$ cat config.mk
export PLATFORM = sky130hd
export DESIGN_NAME = cdr
export DESIGN_NICKNAME = d
export VERILOG_FILES = /design/src/rtl/cdr.sv
export SDC_FILE = /design/constraint.sdc
export NUM_CORES = 1
export LEC_CHECK = 0
export CAP_MARGIN = 20
export CORE_MARGIN = 3
export CORE_UTILIZATION = 35
export CTS_CLUSTER_DIAMETER = 30
export DETAILED_ROUTE_END_ITERATION = 12
export GPL_TIMING_DRIVEN = 0
export HOLD_SLACK_MARGIN = 0.08
export PLACE_DENSITY = 0.59
export SLEW_MARGIN = 20
export SYNTH_ARGS = -nofsm -noshare
export SYNTH_HDL_FRONTEND = slang
export SYNTH_SLANG_ARGS = --single-unit
$ cat constraint.sdc
create_clock -name CLK -period 1.8 [get_ports CLK]
set_input_delay 0.27 -clock CLK [delete_from_list [all_inputs] [get_ports CLK]]
set_output_delay 0.27 -clock CLK [all_outputs]
set_load 0.01 [all_outputs]
$ cat src/rtl/cdr.sv
//------------------------------------------------------------------------------
// Module   : cdr
// Brief    : Scan-testable core data register: counter plus signature register,
//            stitched into one serial chain {sig, cnt} for wrapper load/unload.
// Revision : 1.0 - initial release
//------------------------------------------------------------------------------
`default_nettype none

module cdr #(
    parameter int              WIDTH = 8,
    parameter logic [WIDTH-1:0] TAPS = 8'hB8
) (
    input  logic CLK,
    input  logic CoreIN_RESET,
    input  logic se,
    input  logic ScanChainIN,
    output logic ScanChainOut
);

    localparam logic [WIDTH-1:0] ONE = {{(WIDTH-1){1'b0}}, 1'b1};

    logic [WIDTH-1:0] cnt;
    logic [WIDTH-1:0] sig;
    logic             fb;

    assign fb = ^(sig & TAPS);

    // Shift mode treats {sig, cnt} as one register; functional mode compacts
    // the pre-edge count into the signature.
    always_ff @(posedge CLK or posedge CoreIN_RESET) begin
        if (CoreIN_RESET) begin
            cnt <= '0;
            sig <= '0;
        end else if (se) begin
            cnt <= {cnt[WIDTH-2:0], ScanChainIN};
            sig <= {sig[WIDTH-2:0], cnt[WIDTH-1]};
        end else begin
            cnt <= cnt + ONE;
            sig <= {sig[WIDTH-2:0], fb} ^ cnt;
        end
    end

    assign ScanChainOut = sig[WIDTH-1];

endmodule

`default_nettype wire

==> results.py <==
metrics = {
    "global_routing": {
        "maximum_number_of_pins_on_one_net_before_global_route_repair": 17,
        "global_route_total_usage_across_every_layer_pct": 11.7,
        "first_global_vias": 499,
        "antenna_violations_before_repair": 0,
        "grt_pass1_wl_mm": 2.27,
        "global_route.overflow_total": 0,
    },
    "synth": {
        "synth_flop_cell": "dfrtp_1",
        "post_synth.cell_area_avg_um2": 10.7,
        "top_count_cell_post_synth": "dfrtp_1",
        "synth_area_um2": 758,
        "postSynthNetCount": 76,
        "yosysWarningCount": 0,
        "post_synth_main_area_contributors": "dfrtp_1 53%, xnor2_1 12%, nand2_1 5.4%",
        "netlist_top_cells_count": "16 x dfrtp_1, 11 x nand2_1, 10 x xnor2_1, 8 x o21ai_0",
        "part_of_the_yosys_area_used_for_sequential_elements_pct": 52.8,
        "synth_top_area_share_pct": 52.8,
        "synth_cell_types": 25,
        "synth_area_leader_cell": "dfrtp_1",
        "ys_ff_latch": 16,
        "post_synth_edffs": 0,
        "synthCells": 71,
        "synthArstFlopShare_pct": 100,
    },
    "timing": {
        "final-max-slew-violation-count": 0,
        "timing.final.hold_violations": 0,
        "maxClockFrequency_mhz": 674,
        "post-route-period-util_pct": 82.5,
        "fin_worst_hold_slack_ns": 0.360,
        "slew-limit-headroom_pct": 58.6,
        "grt_setup_unrepaired": "no",
        "setup_violations": 0,
        "final.min_clock_period_ns": 1.48,
        "tns_ns": 0,
        "timing_worst_slew_pin_value_ns": 0.621,
        "timing.clock.skew_ns": 0.00154,
    },
    "hold_path": {
        "min-delay-path-class": "primary input to async pin",
    },
    "routing": {
        "totalWireLength_mm": 1.29,
        "route.detailed.vias_per_inst": 4.91,
        "route.detailed.wl_per_inst_um": 12.3,
        "num_vias": 516,
        "drt_first_iter_violations": 15,
        "drt_first_pass_iters": 4,
        "postRouteAntennaNets": 0,
        "count_of_unresolved_drc_violations_after_routing": 0,
    },
    "placed_design": {
        "globalplace.congestion": 0.808,
        "dp_hpwl_um": 913,
        "dpl-instance-area_um2": 832,
        "port_buffers": 4,
    },
    "cells_and_area": {
        "utilization_pct": 42.7,
        "layout.nets": 85,
        "antenna_cells": 0,
        "syn2layout_area_growth_pct": 12.7,
        "layout.cell_area.non_filler_um2": 855,
        "drive_above_1_share_pct": 10.3,
    },
    "critical_path": {
        "worstPathCellList": "clkdlybuf4s50_1",
        "cp-end-kind": "output port",
        "cpPeakStageDelay_ns": 0.55,
        "crit_fanout": 2,
        "class_of_the_most_critical_setup_path": "flop to output port",
        "critPathLaunchType": "flop",
        "critical_path_required_ns": 1.53,
        "cp_top_family": "buffers and inverters",
        "crit_slowest_cell": "clkdlybuf4s50_1",
        "worst-path-buf-inv": 1,
        "critical_path_arrival_ns": 1.21,
    },
    "clock_network": {
        "clock_latency_ns": 0.28,
        "cts_root_buffer": "clkbuf_4",
        "ctsHoldBuffers": 0,
        "htree_num_levels": 1,
        "cts_setup_buffers": 0,
        "cts_buffers": 3,
        "clock_tree.buffer_depth": 2,
        "clock_sink_count": 16,
        "cts.repair.resized": 0,
        "clk_transition_reported_paths_ns": 0.09,
        "cts_tree": "yes",
    },
    "power_and_ir_drop": {
        "power.static_leakage_nw": 0.360,
        "vdd.ir_drop.worst_mv": 0.713,
        "design_power_total_mw": 1.20,
        "power_per_cell_area_nw_per_um2": 1400,
    },
    "die": {
        "placeableCoreArea_um2": 2000,
        "die_width_um": 52.5,
        "top_level_ports": 5,
        "fp.dieArea_um2": 2760,
        "number_of_placement_rows": 16,
        "chipHeight_um": 52.5,
        "initial_core_util_pct": 37.9,
    },
    "status": {
        "status": "finished clean",
    },
    "run": {
        "maxCapViolCount": 0,
    },
}
## cell families (layout without fill, tap and decap cells)
kind of cell	after synthesis	after routing	share of synthesized area, %
AO/OA/AOI/OAI	12	12	8.75
XOR/XNOR	11	11	14.5
adder cells (fa/ha/maj)	1	1	1.65
buffers and inverters	4	11	2.48
flip-flops	16	16	52.8
multiplexers	1	1	1.49
AND/OR/NAND/NOR	26	26	18.3
## cell usage in the layout (no fill, tap or decap)
| master | count |
|---|---|
| dfrtp_1 | 16 |
| nand2_1 | 11 |
| xnor2_1 | 10 |
| o21ai_0 | 8 |
| clkdlybuf4s50_1 | 4 |
| clkbuf_4 | 3 |
| inv_1 | 2 |
| nand2b_1 | 2 |
| nand3_1 | 2 |
| nor3_1 | 2 |
| a31oi_1 | 2 |
| buf_4 | 1 |
| clkbuf_1 | 1 |
| xnor3_1 | 1 |
| and3_1 | 1 |
| nand3_2 | 1 |
| or3_1 | 1 |
| nor2_1 | 1 |
| and3b_1 | 1 |
| and3_2 | 1 |
| and3b_2 | 1 |
| mux2_2 | 1 |
| a21oi_1 | 1 |
| and2_1 | 1 |
| a311oi_1 | 1 |
| nor4_1 | 1 |
| ha_1 | 1 |
## power by group
part	leakage [nW]	internal [mW]	switching [mW]	total, mW
sequential	0.192	0.499	0.113	0.613
clock	0.0138	0.0777	0.107	0.184
combinational	0.155	0.249	0.155	0.403
## metal layers
metal  share of wire (%)  vias to the layer above  wire length (um)  global-route usage (%)
met4                 2.2                        0                29                    3.83
met3                 5.4                        4                70                    5.13
li1                    -                      258                 -                       -
met2                  41                       15               529                    15.5
met1                  51                      239               662                    16.6
met5                   0                        -                 0                       0
## registers in the layout (all words and copies together), names as in the netlist
signal and count:
sig 8, cnt 8
## through the flow
| stage | worst slack [ns] | instances |
|---|---|---|
| after CTS | 0.300 | 105 |
| after detailed placement | 0.254 | 102 |
| after global routing | 0.274 | 105 |
| after global placement | 0.273 | 102 |
| after floorplan | 0.640 | 71 |
| final | 0.316 | 105 |
## path summary, 6_finish.rpt
| check | startpoint | end | slack [ns] | cells after the start |
|---|---|---|---|---|
| max in group asynchronous | CoreIN_RESET | sig[4] | 1.04 | 2 |
| min in group CLK | sig[2] | sig[3] | 0.44 | 1 |
| hold / removal | CoreIN_RESET | cnt[4] | 0.36 | 2 |
| setup / recovery | sig[7] | ScanChainOut | 0.32 | 1 |
| setup reg to reg | cnt[0] | cnt[4] | 0.55 | 4 |
| hold reg to reg | sig[2] | sig[3] | 0.44 | 1 |
## layout make-up
| type | count | area, um2 |
|---|---|---|
| buffer | 2 | 11.3 |
| clock buffer | 3 | 22.5 |
| fill | 203 | 1150 |
| inverter | 2 | 7.51 |
| multi-input combinational | 51 | 339 |
| sequential | 16 | 400 |
| tap | 27 | 33.8 |
| timing repair buffer | 4 | 40.0 |
No activity file was read; power rests on OpenSTA's default activity.
